**src/rtl/dmem_arbiter_if.sv**
```systemverilog
// rtl/dmem_arbiter_if.sv - core/DMA/memory signal bundle for the data-memory arbiter
interface dmem_arbiter_if #(
  parameter int ADDR_W = 32,
  parameter int DATA_W = 32
);
  logic              c_req;
  logic              c_we;
  logic [ADDR_W-1:0] c_addr;
  logic [DATA_W-1:0] c_wdata;
  logic              c_gnt;
  logic              c_rvalid;
  logic [DATA_W-1:0] c_rdata;

  logic              d_req;
  logic              d_we;
  logic              d_lock;
  logic [ADDR_W-1:0] d_addr;
  logic [DATA_W-1:0] d_wdata;
  logic              d_gnt;
  logic              d_rvalid;
  logic [DATA_W-1:0] d_rdata;

  logic              m_en;
  logic              m_we;
  logic [ADDR_W-1:0] m_addr;
  logic [DATA_W-1:0] m_wdata;
  logic [DATA_W-1:0] m_rdata;

  logic              core_stall;

  modport master (
    output c_req, c_we, c_addr, c_wdata, d_req, d_we, d_lock, d_addr, d_wdata, m_rdata,
    input  c_gnt, c_rvalid, c_rdata, d_gnt, d_rvalid, d_rdata,
           m_en, m_we, m_addr, m_wdata, core_stall
  );

  modport slave (
    input  c_req, c_we, c_addr, c_wdata, d_req, d_we, d_lock, d_addr, d_wdata, m_rdata,
    output c_gnt, c_rvalid, c_rdata, d_gnt, d_rvalid, d_rdata,
           m_en, m_we, m_addr, m_wdata, core_stall
  );
endinterface

```
**src/rtl/dmem_arbiter.sv**
```systemverilog
// rtl/dmem_arbiter.sv - core-priority data-memory arbiter with DMA starvation guard and locked bursts
module dmem_arbiter #(
  parameter int ADDR_W       = 32,
  parameter int DATA_W       = 32,
  parameter int STARVE_LIMIT = 4,
  parameter int LOCK_MAX     = 16
) (
  input logic          clk,
  input logic          reset_n,
  dmem_arbiter_if.slave bus
);
  localparam int WW = $clog2(STARVE_LIMIT + 1);
  localparam int LW = $clog2(LOCK_MAX + 1);
  localparam logic [WW-1:0] WAIT_TOP = WW'(STARVE_LIMIT);
  localparam logic [LW-1:0] LOCK_TOP = LW'(LOCK_MAX);

  typedef enum logic {ARB, LOCKED} state_t;

  state_t        state;
  logic [WW-1:0] wait_cnt;
  logic [LW-1:0] lock_cnt;
  logic          rd_pend;
  logic          rd_owner;
  logic          c_gnt;
  logic          d_gnt;

  // Grants are combinational so a requester sees gnt in the cycle it asks.
  always_comb begin
    c_gnt = 1'b0;
    d_gnt = 1'b0;
    if (reset_n) begin
      if (state == LOCKED)
        d_gnt = bus.d_req;
      else if (bus.c_req && !(bus.d_req && wait_cnt == WAIT_TOP))
        c_gnt = 1'b1;
      else
        d_gnt = bus.d_req;
    end
  end

  assign bus.c_gnt      = c_gnt;
  assign bus.d_gnt      = d_gnt;
  assign bus.core_stall = reset_n & bus.c_req & ~c_gnt;

  assign bus.m_en    = c_gnt | d_gnt;
  assign bus.m_we    = c_gnt ? bus.c_we    : (d_gnt & bus.d_we);
  assign bus.m_addr  = c_gnt ? bus.c_addr  : (d_gnt ? bus.d_addr  : {ADDR_W{1'b0}});
  assign bus.m_wdata = c_gnt ? bus.c_wdata : (d_gnt ? bus.d_wdata : {DATA_W{1'b0}});

  assign bus.c_rvalid = rd_pend & ~rd_owner;
  assign bus.d_rvalid = rd_pend & rd_owner;
  assign bus.c_rdata  = bus.c_rvalid ? bus.m_rdata : {DATA_W{1'b0}};
  assign bus.d_rdata  = bus.d_rvalid ? bus.m_rdata : {DATA_W{1'b0}};

  always_ff @(posedge clk or negedge reset_n) begin
    if (!reset_n) begin
      state    <= ARB;
      wait_cnt <= '0;
      lock_cnt <= '0;
      rd_pend  <= 1'b0;
      rd_owner <= 1'b0;
    end else begin
      rd_pend  <= (c_gnt & ~bus.c_we) | (d_gnt & ~bus.d_we);
      rd_owner <= d_gnt;

      if (d_gnt || !bus.d_req)
        wait_cnt <= '0;
      else if (wait_cnt != WAIT_TOP)
        wait_cnt <= wait_cnt + 1'b1;

      case (state)
        ARB: begin
          if (d_gnt && bus.d_lock) begin
            state    <= LOCKED;
            lock_cnt <= LW'(1);
          end
        end
        LOCKED: begin
          // Leaving after the grant that reaches LOCK_MAX caps a burst at LOCK_MAX accesses.
          if (!bus.d_req || !bus.d_lock || (lock_cnt + 1'b1) == LOCK_TOP) begin
            state    <= ARB;
            lock_cnt <= '0;
          end else begin
            lock_cnt <= lock_cnt + 1'b1;
          end
        end
        default: state <= ARB;
      endcase
    end
  end
endmodule

```
**src/flat_wrapper.sv**
```systemverilog
// flat-port wrapper written by rule: the top's interface ports become plain ports
module dmem_arbiter_flat 
#(
  parameter int ADDR_W       = 32,
  parameter int DATA_W       = 32,
  parameter int STARVE_LIMIT = 4,
  parameter int LOCK_MAX     = 16
)
  (clk, reset_n, bus_c_req, bus_c_we, bus_c_addr, bus_c_wdata, bus_d_req, bus_d_we, bus_d_lock, bus_d_addr, bus_d_wdata, bus_m_rdata, bus_c_gnt, bus_c_rvalid, bus_c_rdata, bus_d_gnt, bus_d_rvalid, bus_d_rdata, bus_m_en, bus_m_we, bus_m_addr, bus_m_wdata, bus_core_stall);
  dmem_arbiter_if #(.ADDR_W(ADDR_W), .DATA_W(DATA_W)) bus_i ();
  input logic clk;
  input logic reset_n;
  input wire logic [$bits(bus_i.c_req)-1:0] bus_c_req;
  input wire logic [$bits(bus_i.c_we)-1:0] bus_c_we;
  input wire logic [$bits(bus_i.c_addr)-1:0] bus_c_addr;
  input wire logic [$bits(bus_i.c_wdata)-1:0] bus_c_wdata;
  input wire logic [$bits(bus_i.d_req)-1:0] bus_d_req;
  input wire logic [$bits(bus_i.d_we)-1:0] bus_d_we;
  input wire logic [$bits(bus_i.d_lock)-1:0] bus_d_lock;
  input wire logic [$bits(bus_i.d_addr)-1:0] bus_d_addr;
  input wire logic [$bits(bus_i.d_wdata)-1:0] bus_d_wdata;
  input wire logic [$bits(bus_i.m_rdata)-1:0] bus_m_rdata;
  output wire logic [$bits(bus_i.c_gnt)-1:0] bus_c_gnt;
  output wire logic [$bits(bus_i.c_rvalid)-1:0] bus_c_rvalid;
  output wire logic [$bits(bus_i.c_rdata)-1:0] bus_c_rdata;
  output wire logic [$bits(bus_i.d_gnt)-1:0] bus_d_gnt;
  output wire logic [$bits(bus_i.d_rvalid)-1:0] bus_d_rvalid;
  output wire logic [$bits(bus_i.d_rdata)-1:0] bus_d_rdata;
  output wire logic [$bits(bus_i.m_en)-1:0] bus_m_en;
  output wire logic [$bits(bus_i.m_we)-1:0] bus_m_we;
  output wire logic [$bits(bus_i.m_addr)-1:0] bus_m_addr;
  output wire logic [$bits(bus_i.m_wdata)-1:0] bus_m_wdata;
  output wire logic [$bits(bus_i.core_stall)-1:0] bus_core_stall;
  assign bus_i.c_req = bus_c_req;
  assign bus_i.c_we = bus_c_we;
  assign bus_i.c_addr = bus_c_addr;
  assign bus_i.c_wdata = bus_c_wdata;
  assign bus_i.d_req = bus_d_req;
  assign bus_i.d_we = bus_d_we;
  assign bus_i.d_lock = bus_d_lock;
  assign bus_i.d_addr = bus_d_addr;
  assign bus_i.d_wdata = bus_d_wdata;
  assign bus_i.m_rdata = bus_m_rdata;
  assign bus_c_gnt = bus_i.c_gnt;
  assign bus_c_rvalid = bus_i.c_rvalid;
  assign bus_c_rdata = bus_i.c_rdata;
  assign bus_d_gnt = bus_i.d_gnt;
  assign bus_d_rvalid = bus_i.d_rvalid;
  assign bus_d_rdata = bus_i.d_rdata;
  assign bus_m_en = bus_i.m_en;
  assign bus_m_we = bus_i.m_we;
  assign bus_m_addr = bus_i.m_addr;
  assign bus_m_wdata = bus_i.m_wdata;
  assign bus_core_stall = bus_i.core_stall;
  dmem_arbiter #(.ADDR_W(ADDR_W), .DATA_W(DATA_W), .STARVE_LIMIT(STARVE_LIMIT), .LOCK_MAX(LOCK_MAX)) u_core (.clk(clk), .reset_n(reset_n), .bus(bus_i));
endmodule
```
**config.mk**
```make
export PLATFORM = sky130hd
export DESIGN_NAME = dmem_arbiter_flat
export DESIGN_NICKNAME = d
export VERILOG_FILES = /design/src/rtl/dmem_arbiter_if.sv /design/src/rtl/dmem_arbiter.sv /design/src/flat_wrapper.sv
export SDC_FILE = /design/constraint.sdc
export NUM_CORES = 1
export LEC_CHECK = 0
export ABC_CLOCK_PERIOD_IN_PS = 2040
export BUFFER_PORTS_ARGS = -buffer_cell sky130_fd_sc_hd__buf_2
export CAP_MARGIN = 20
export CORE_AREA = 2 2 118 120
export DETAILED_ROUTE_END_ITERATION = 6
export DIE_AREA = 0 0 120 122
export PLACE_DENSITY_LB_ADDON = 0.3
export REMOVE_ABC_BUFFERS = 1
export SYNTH_ARGS = -nofsm -noshare
export SYNTH_HDL_FRONTEND = slang
export SYNTH_SLANG_ARGS = --single-unit
```
**constraint.sdc**
```tcl
create_clock -name clk -period 2.04 [get_ports clk]
set_input_delay 0.306 -clock clk [delete_from_list [all_inputs] [get_ports clk]]
set_output_delay 0.306 -clock clk [all_outputs]
set_load 0.01 [all_outputs]
```
==> metrics.txt, run 1 <==
M2 GR Usage 0.229; Worst Path Class, Setup reg2out; worst-case reg-to-reg path depth 9; vias in the first global route around 2.7k; CP required roughly 1.7 ns; setup violators final 8; Synth Flop Type dfrtp_1; Placer Congestion 0.812; r2r startpoint u_core.wait_cnt[1]; Clock Latency Late Sink roughly 0.23 ns; DP Area between 3000 and 4000 um^2; CTS tree yes; sequential fraction of the synthesis area 0.161; Nets about 700; grt total ovfl 0; Global Route Usage Sum 0.126; Buffers on Ports approximately 300; drt drc 0; H-Tree Depth 1; TritonCTS Buffers 3; actual slew at the worst max-slew pin 0.264 ns; full die area 14600 um^2; max-slew violation count 0; Post-DP HPWL approximately 8900 um; dpl ws ~0.066 ns; crit path time final between 2 and 2.5 ns; Hold WS 0.0727 ns; iteration count of the initial detailed-routing pass 4; post-synth cell types 28; DR vias/cell approximately 4.3; initial DRC count ~120; Reg2Reg Setup Slack 0.34 ns; Ys Warns 0; pwr/cell area about 350 nW/um^2; met1 Track Usage GR 0.160; Post-Syn Instances between 200 and 250; failing checks negative setup slack; DR WL/cell about 16 um; design area about 4000 um^2; via count about 3.0k; first-pass GRT wire length approximately 15000 um; max-cap violation count 0; Clock Path Buffers 2; die width around 120 um; Synth Register Bits 11; Core Box Area around 14000 um^2; Post-synth ARST share 1.00; Clk pin slew, worst setup/hold paths 0.04 ns; # fillers between 1k and 1.5k; final hold vios 0; largest net degree at the start of global routing 34; Die Height between 100 and 150 um; GR Util met3 0.0187; total power 1410 uW; GRT Max-Usage Layer met2; Worst VDD drop about 220 uV; RSZ-0062 raised after global routing true; IO Count approximately 300; Min-Delay Path Class in2async; min setup slack post-route -0.00942 ns; Lkg Pwr roughly 0.0024 uW; area delta synth->final 132%; final wirelength between 10000 and 15000 um; initial antenna violation count 0; CTS Sinks 11; Relative slew margins 0.824; final worst path period share 1.00; Rows 43; Post-synth EDFFs 0; Mapped Area 1710 um^2; DRT antenna net count 0; Setup TNS -0.0374 ns; arrival time at the worst endpoint roughly 1.7 ns; worst reg2reg endpoint u_core.wait_cnt[1]; root buf cell clkbuf_16; CP max FO 8; area leader, netlist a22o_1; effective utilization at floorplan 0.127; Peak Freq between 400 and 500 MHz; run status complete, but fails checks; layout cells sized above 1 0.654; share of the synthesized area in the top cell type 0.332; Synth area leaders a22o_1 (33%), dfrtp_1 (16%), and2_1 (12%); Synth Area per Inst roughly 7.9 um^2; Worst Clk Skew 0.00167 ns; Critical Path Start Type flip-flop; Crit. End Element output port; ANT cells 0
[power by group]
| group | switching, uW | total, uW | internal [uW] |
|---|---|---|---|
| Sequential | 17.9 | 255 | 237 |
| Clock | 87.3 | 349 | 261 |
| Combinational | 381 | 805 | 424 |
[cell usage after synthesis (all sizes together), types with 4 or more instances]
master / number
inv: 5
clkbuf: 9
nand2: 9
o2bb2ai: 5
and3: 33
nor2: 6
dfrtp: 11
buf: 15
and2: 34
a22o: 65
a21oi: 4
[area by class of cell]
| type | instances | area [um^2] | share of cell area |
|---|---|---|---|
| inverters | 5 | 31.3 | 0.00787 |
| clock buffers | 4 | 78.8 | 0.0198 |
| multi-input cells | 178 | 1330 | 0.335 |
| flip-flops and latches | 11 | 275 | 0.0692 |
| well taps | 180 | 225 | 0.0567 |
| repair buffers | 333 | 2020 | 0.509 |
| repair inverters | 1 | 8.76 | 0.00220 |
[metal layers]
layer  wire (um)  share of wire
met3         796          0.070
met4         112         0.0098
met2        5750           0.50
met5           0              0
met1        4750           0.42
[per-stage QoR]
stage	utilization	cells
after floorplan	-	194
after global placement	0.254	685
after detailed placement	0.254	685
after CTS	0.273	700
after global routing	0.294	712
final	0.294	712
[worst max-delay path by stage]
| stage | from | to | slack [ns] | cells past startpoint |
|---|---|---|---|---|
| 2_1_floorplan | u_core.wait_cnt[0] | bus_m_addr[0] | -0.59 | 5 |
| 4_1_cts | u_core.wait_cnt[1] | bus_m_addr[13] | -0.01 | 9 |
| 5_1_grt | u_core.wait_cnt[1] | bus_m_addr[31] | -0.06 | 8 |
| 3_5_place_dp | u_core.wait_cnt[0] | bus_m_addr[15] | 0.07 | 8 |
| 3_3_place_gp | u_core.wait_cnt[0] | bus_m_addr[15] | 0.08 | 7 |
| 6_report | u_core.wait_cnt[1] | bus_m_addr[24] | -0.009 | 8 |
[sequential cells by signal, indices dropped and copies added, names as in the netlist]
register / count
u_core.lock_cnt: 5
u_core.rd_owner: 1
u_core.wait_cnt: 3
u_core.state: 1
u_core.rd_pend: 1
[critical path, cell delays in order, from the launching register on]
cell       delay (ns)
dfrtp_1          0.35
inv_2            0.06
ha_4             0.17
nand2_4          0.08
a21o_4           0.19
clkinv_8         0.10
clkbuf_16        0.17
a22o_1           0.23
buf_2            0.14
[what timing repair did]
item                                    in CTS  in global routing
setup buffers                                8                  5
pin swaps                                   29                 24
cloned                                       2                  9
hold endpoints to repair                     3                  0
hold buffers                                 1                  0
resized for setup                           10                 26
endpoints found under the setup margin      65                 65
[cell usage in the layout, fill, tap and decap left out, drive strengths merged]
cell / Yosys / routed
nand2b: 2 / 2
nand4: 1 / 1
o22ai: 2 / 2
o21a: 1 / 1
inv: 5 / 5
nand3: 3 / 3
and3: 33 / 33
o2bb2ai: 5 / 5
mux2: 1 / 1
dlygate4sd3: 0 / 1
nor2: 6 / 6
a21oi: 4 / 4
dfrtp: 11 / 11
clkinv: 0 / 1
and2: 34 / 34
xnor2: 2 / 2
nand2: 9 / 9
nor3: 1 / 1
clkbuf: 9 / 11
a22o: 65 / 65
o32ai: 2 / 2
buf: 15 / 325
nor2b: 2 / 2
ha: 3 / 3
a21o: 1 / 1
xor2: 1 / 1
[kinds of logic (layout without fill, tap and decap cells)]
| logic type | after synthesis | in the layout | share of synthesized area |
|---|---|---|---|
| buf+inv | 29 | 343 | 0.0905 |
| flops | 11 | 11 | 0.161 |
| simple gates | 91 | 91 | 0.307 |
| mux | 1 | 1 | 0.00657 |
| fa+ha+maj | 3 | 3 | 0.0219 |
| compound gates | 80 | 80 | 0.398 |
| xor+xnor | 3 | 3 | 0.0153 |
(Power assumes the default switching activity.)
==> run 2, diff against run 1 <==
==> constraint.sdc (replaced) <==
create_clock -name clk -period 2.04 [get_ports clk]
set_input_delay 0.102 -clock clk [delete_from_list [all_inputs] [get_ports clk]]
set_output_delay 0.102 -clock clk [all_outputs]
set_load 0.01 [all_outputs]
==> metrics.txt, run 2 (synthesis results as in run 1) <==
run status completed; Core Box Area 13500 um^2; area delta synth->final 109%; Buffers on Ports roughly 300; most frequent cells in the layout buf_2 (301), a22o_1 (62), and2_1 (34); initial antenna violation count 3; dpl ws just under 0.1 ns; max-cap violation count 0; Largest regs u_core.lock_cnt: 5 flops, u_core.wait_cnt: 3 flops; arrival time at the worst endpoint around 1.9 ns; max-slew violation count 0; RSZ-0062 raised after global routing false; Clk pin slew, worst setup/hold paths roughly 0.040 ns; Nets between 600 and 700; Rows between 40 and 50; CTS Sinks 11; TritonCTS Buffers 3; Post-DP HPWL just under 9000 um; via count 2960; Gate power share 0.532; grt total ovfl 0; post-layout util 0.266; H-Tree Depth 1; Clock Power Share 0.272; final worst path period share 0.962; largest net degree at the start of global routing 37; CP required just under 2 ns; met1 WL about 4300 um; Crit. End Element output port; effective utilization at floorplan 0.127; sequential share of power 0.196; pwr/cell area between 300 and 400 nW/um^2; Worst VDD drop between 200 and 250 uV; Clock Path Buffers 2; actual slew at the worst max-slew pin ~0.25 ns; Worst Path Class, Setup reg2out; DRT antenna net count 0; setup violators final 0; Hold WS about 0.09 ns; final hold vios 0; IO Count 302; Min-Delay Path Class in2reg; Die Height roughly 120 um; initial DRC count 99; drt drc 0; Relative slew margins 0.831; iteration count of the initial detailed-routing pass 4; WL met3 slightly below 900 um; area of the multi-input gates between 1000 and 1500 um^2; CP max FO 18; Global Route Usage Sum 0.125; P_sw about 450 uW; total power between 1000 and 1500 uW; DR WL/cell approximately 15 um; final wirelength between 10000 and 15000 um; root buf cell clkbuf_16; Critical Path Start Type flip-flop; WL met2 approximately 5300 um; register area ~280 um^2; Clock Latency Late Sink approximately 0.23 ns; switching portion of total power 0.350; die width around 120 um; Lkg Pwr about 0.0023 uW; first-pass GRT wire length roughly 15000 um; Peak Freq 510 MHz; vias in the first global route ~2.7k; design area about 3600 um^2; internal power between 800 and 900 uW; DR vias/cell ~4.3; commonest non-fill, non-tap cell in the layout buf_2; DP Area 3400 um^2; Biggest register u_core.lock_cnt; Max Used Layer met5; Placer Congestion ~0.86; layout cells sized above 1 0.633; # fillers ~1.5k; Worst Clk Skew between 0.0006 and 0.0007 ns; min setup slack post-route roughly 0.077 ns; crit path time final 1.96 ns; full die area 14600 um^2; CTS tree yes; Largest register FFs 5
[run 2: cell types whose count changed in the layout (fill, tap and decap cells not counted), sizes merged]
cell	previous run	this run
diode	0	1
clkinv	1	0
buf	325	310
clkbuf	11	5
[run 2: power groups by stage]
stage          Clock [uW]  Sequential [uW]  Combinational, uW
2_1_floorplan           0              262                270
3_3_place_gp            0              256                661
3_5_place_dp            0              257                668
4_1_cts               359              253                688
5_1_grt               370              256                752
6_report              353              254                691
[run 2: layer usage]
metal | track usage | vias up
met5 | 0 | -
met4 | 0.0154 | 2
met3 | 0.0215 | 4
met2 | 0.230 | 171
met1 | 0.157 | 1369
li1 | - | 1414
[run 2: repair_timing]
item                                   4_1_cts  5_1_grt
cloned                                       1        1
endpoints found under the hold margin       11        0
resized for setup                            2        5
setup buffers                                1        0
hold buffers                                 1        0
setup endpoints to repair                   43       33
[run 2: area by class of cell]
type,count,area share
inverters,5,0.00593
clock buffers,4,0.0220
well taps,180,0.0628
repair buffers,312,0.465
multi-input cells,178,0.367
diodes,1,0.000698
flip-flops and latches,11,0.0768
[run 2: through the flow]
step                std cells  setup TNS [ns]
floorplan                 194          -25.49
global placement          682               0
detailed placement        682               0
CTS                       689               0
global route              690               0
finish                    691               0
[run 2: worst max-delay path, stage by stage, from the launching register on]
cell,delay [ns]
dfrtp_1,0.38
inv_1,0.08
ha_2,0.20
nand2_2,0.09
a21o_1,0.21
inv_4,0.13
buf_12,0.17
a22o_1,0.21
buf_2,0.16
[run 2: final timing paths]
| check | from | end | slack, ns | cells past startpoint |
|---|---|---|---|---|
| min reg2reg | u_core.lock_cnt[4] | u_core.lock_cnt[4] | 0.53 | 1 |
| max reg2reg | u_core.wait_cnt[1] | u_core.wait_cnt[1] | 0.36 | 8 |
| min in group asynchronous | reset_n | u_core.wait_cnt[0] | 0.23 | 2 |
| max | u_core.wait_cnt[1] | bus_m_addr[0] | 0.08 | 8 |
| min | bus_c_we | u_core.rd_pend | 0.09 | 2 |
| max in group asynchronous | reset_n | u_core.rd_owner | 1.45 | 3 |
==> run 3, diff against run 2 <==
--- a/config.mk
+++ b/config.mk
@@ -12,6 +12,7 @@
 export DETAILED_ROUTE_END_ITERATION = 6
 export DIE_AREA = 0 0 120 122
 export PLACE_DENSITY_LB_ADDON = 0.3
+export RECOVER_POWER = 50
 export REMOVE_ABC_BUFFERS = 1
 export SYNTH_ARGS = -nofsm -noshare
 export SYNTH_HDL_FRONTEND = slang
==> metrics.txt, run 3 (synthesis results as in run 1) <==
max-cap violation count 0; Min-Delay Path Class in2reg; DR vias/cell ~4.3; area delta synth->final 105%; actual slew at the worst max-slew pin ~0.57 ns; H-Tree Depth 1; area of the multi-input gates between 1000 and 1500 um^2; crit path time final ~2.0 ns; first-pass GRT wire length around 15000 um; largest net degree at the start of global routing 37; CP required a little under 2 ns; grt total ovfl 0; Buffers on Ports 301; Peak Freq 509 MHz; iteration count of the initial detailed-routing pass 5; cell family with most CP delay buffers and inverters; post-layout util 0.260; Critical Path Start Type flip-flop; Rows 43; initial antenna violation count 3; dpl ws between 0.09 and 0.1 ns; Post-DP HPWL between 8000 and 9000 um; total power 1290 uW; Clk pin slew, worst setup/hold paths roughly 0.040 ns; Worst Clk Skew 0.000625 ns; root buf cell clkbuf_16; Layout Cells excl Fill around 700; RSZ-0062 raised after global routing false; most frequent cells in the layout buf_2 (247), a22o_1 (62), clkbuf_1 (56); Core Box Area 13500 um^2; effective utilization at floorplan 0.127; Nets between 600 and 700; setup violators final 0; final hold vios 0; Worst Path Class, Setup reg2out; Biggest register u_core.lock_cnt; DRT antenna net count 0; Relative slew margins 0.617; placed insts 682; initial DRC count ~90; Largest regs u_core.lock_cnt: 5 flops, u_core.wait_cnt: 3 flops; Largest stage delay, worst path 0.38 ns; Die Height 122 um; max-slew violation count 0; final wirelength roughly 11000 um; sequential share of power 0.197; P_sw around 460 uW; Clock Latency Late Sink 0.23 ns; Worst VDD drop around 230 uV; critical path cell sequence inv_1, ha_2, nand3_1, and3_2, buf_12, a22o_4, buf_2; register area ~280 um^2; Critical Path Slowest Stage Cell dfrtp_1; worst-case reg-to-reg path depth 8; Gate power share 0.529; die width 120 um; CP max FO 33; arrival time at the worst endpoint about 1.9 ns; vias in the first global route roughly 2.7k; Largest register FFs 5; run status completed; internal power ~830 uW; pwr/cell area 367 nW/um^2; hold depth 2; min setup slack post-route between 0.07 and 0.08 ns; CTS Sinks 11; Placer Congestion ~0.86; switching portion of total power 0.353; Global Route Usage Sum 0.125; Lkg Pwr approximately 0.0020 uW; via count around 3.0k; Clock Path Buffers 2; full die area approximately 15000 um^2; DR WL/cell between 15 and 20 um; layout cells sized above 1 0.525; Clock Power Share 0.274; drt drc 0; WP depth 7; # fillers 1551; worst path buffer plus inverter count 3; Crit. End Element output port; IO Count about 300; CTS tree yes; TritonCTS Buffers 3; final worst path period share 0.962; commonest non-fill, non-tap cell in the layout buf_2
==> run 3: changes by cell type in the layout (fill, tap and decap cells not counted) <==
cell and change:
clkbuf_1 +55, buf_4 -3, buf_2 -54, clkbuf_2 +2
and2_0 +7, and2_1 -7
==> run 3: worst paths after layout <==
| path | from | end | slack [ns] |
|---|---|---|---|
| worst max register to register | u_core.wait_cnt[1] | u_core.wait_cnt[1] | 0.36 |
| min in group asynchronous | reset_n | u_core.wait_cnt[0] | 0.23 |
| max in group asynchronous | reset_n | u_core.rd_owner | 1.08 |
| worst max-delay path | u_core.wait_cnt[1] | bus_m_addr[20] | 0.08 |
| worst min-delay path | bus_c_we | u_core.rd_pend | 0.09 |
| worst min register to register | u_core.lock_cnt[4] | u_core.lock_cnt[4] | 0.53 |
==> run 3: what timing repair did <==
item	in CTS	in global routing
hold buffers	1	0
setup endpoints to repair	43	33
gates cloned	1	1
hold endpoints to repair	11	0
setup buffers	1	0
resized for setup	2	5
==> run 3: area by class of cell <==
type | instances | area share
inverters | 5 | 0.00606
flip-flops and latches | 11 | 0.0784
diodes | 1 | 0.000713
well taps | 180 | 0.0642
repair buffers | 312 | 0.453
clock buffers | 4 | 0.0225
multi-input cells | 178 | 0.375
==> run 3: worst reg2reg max path, stage by stage (launching register included) <==
cell and delay [ns]:
dfrtp_1 0.38, inv_1 0.08, ha_2 0.20, nand2_2 0.09, a21o_1 0.21, inv_4 0.13, buf_16 0.21, o32ai_1 0.11
and2_1 0.17
==> run 3: per-layer routing <==
layer  global-route usage  share of wire  up-vias
met3               0.0215          0.084        4
met5                    0         0.0012        -
met1                0.157           0.41     1373
met4               0.0154         0.0033        2
li1                     -              -     1413
met2                0.230           0.50      173
==> run 3: power groups by stage <==
stage / sequential, uW / clock (uW) / combinational (uW)
2_1_floorplan: 262 / 0 / 270
3_3_place_gp: 256 / 0 / 661
3_5_place_dp: 257 / 0 / 668
4_1_cts: 253 / 359 / 688
5_1_grt: 256 / 370 / 743
6_report: 254 / 353 / 682
==> run 3: metrics by stage <==
stage | setup TNS (ns) | instance area, um^2 | hold WS (ns)
after floorplan | -25.49 | 1580 | -0.194
after global placement | 0 | 3400 | -0.0717
after detailed placement | 0 | 3400 | -0.0696
after CTS | 0 | 3540 | 0.101
after global routing | 0 | 3510 | 0.0993
final | 0 | 3510 | 0.0889
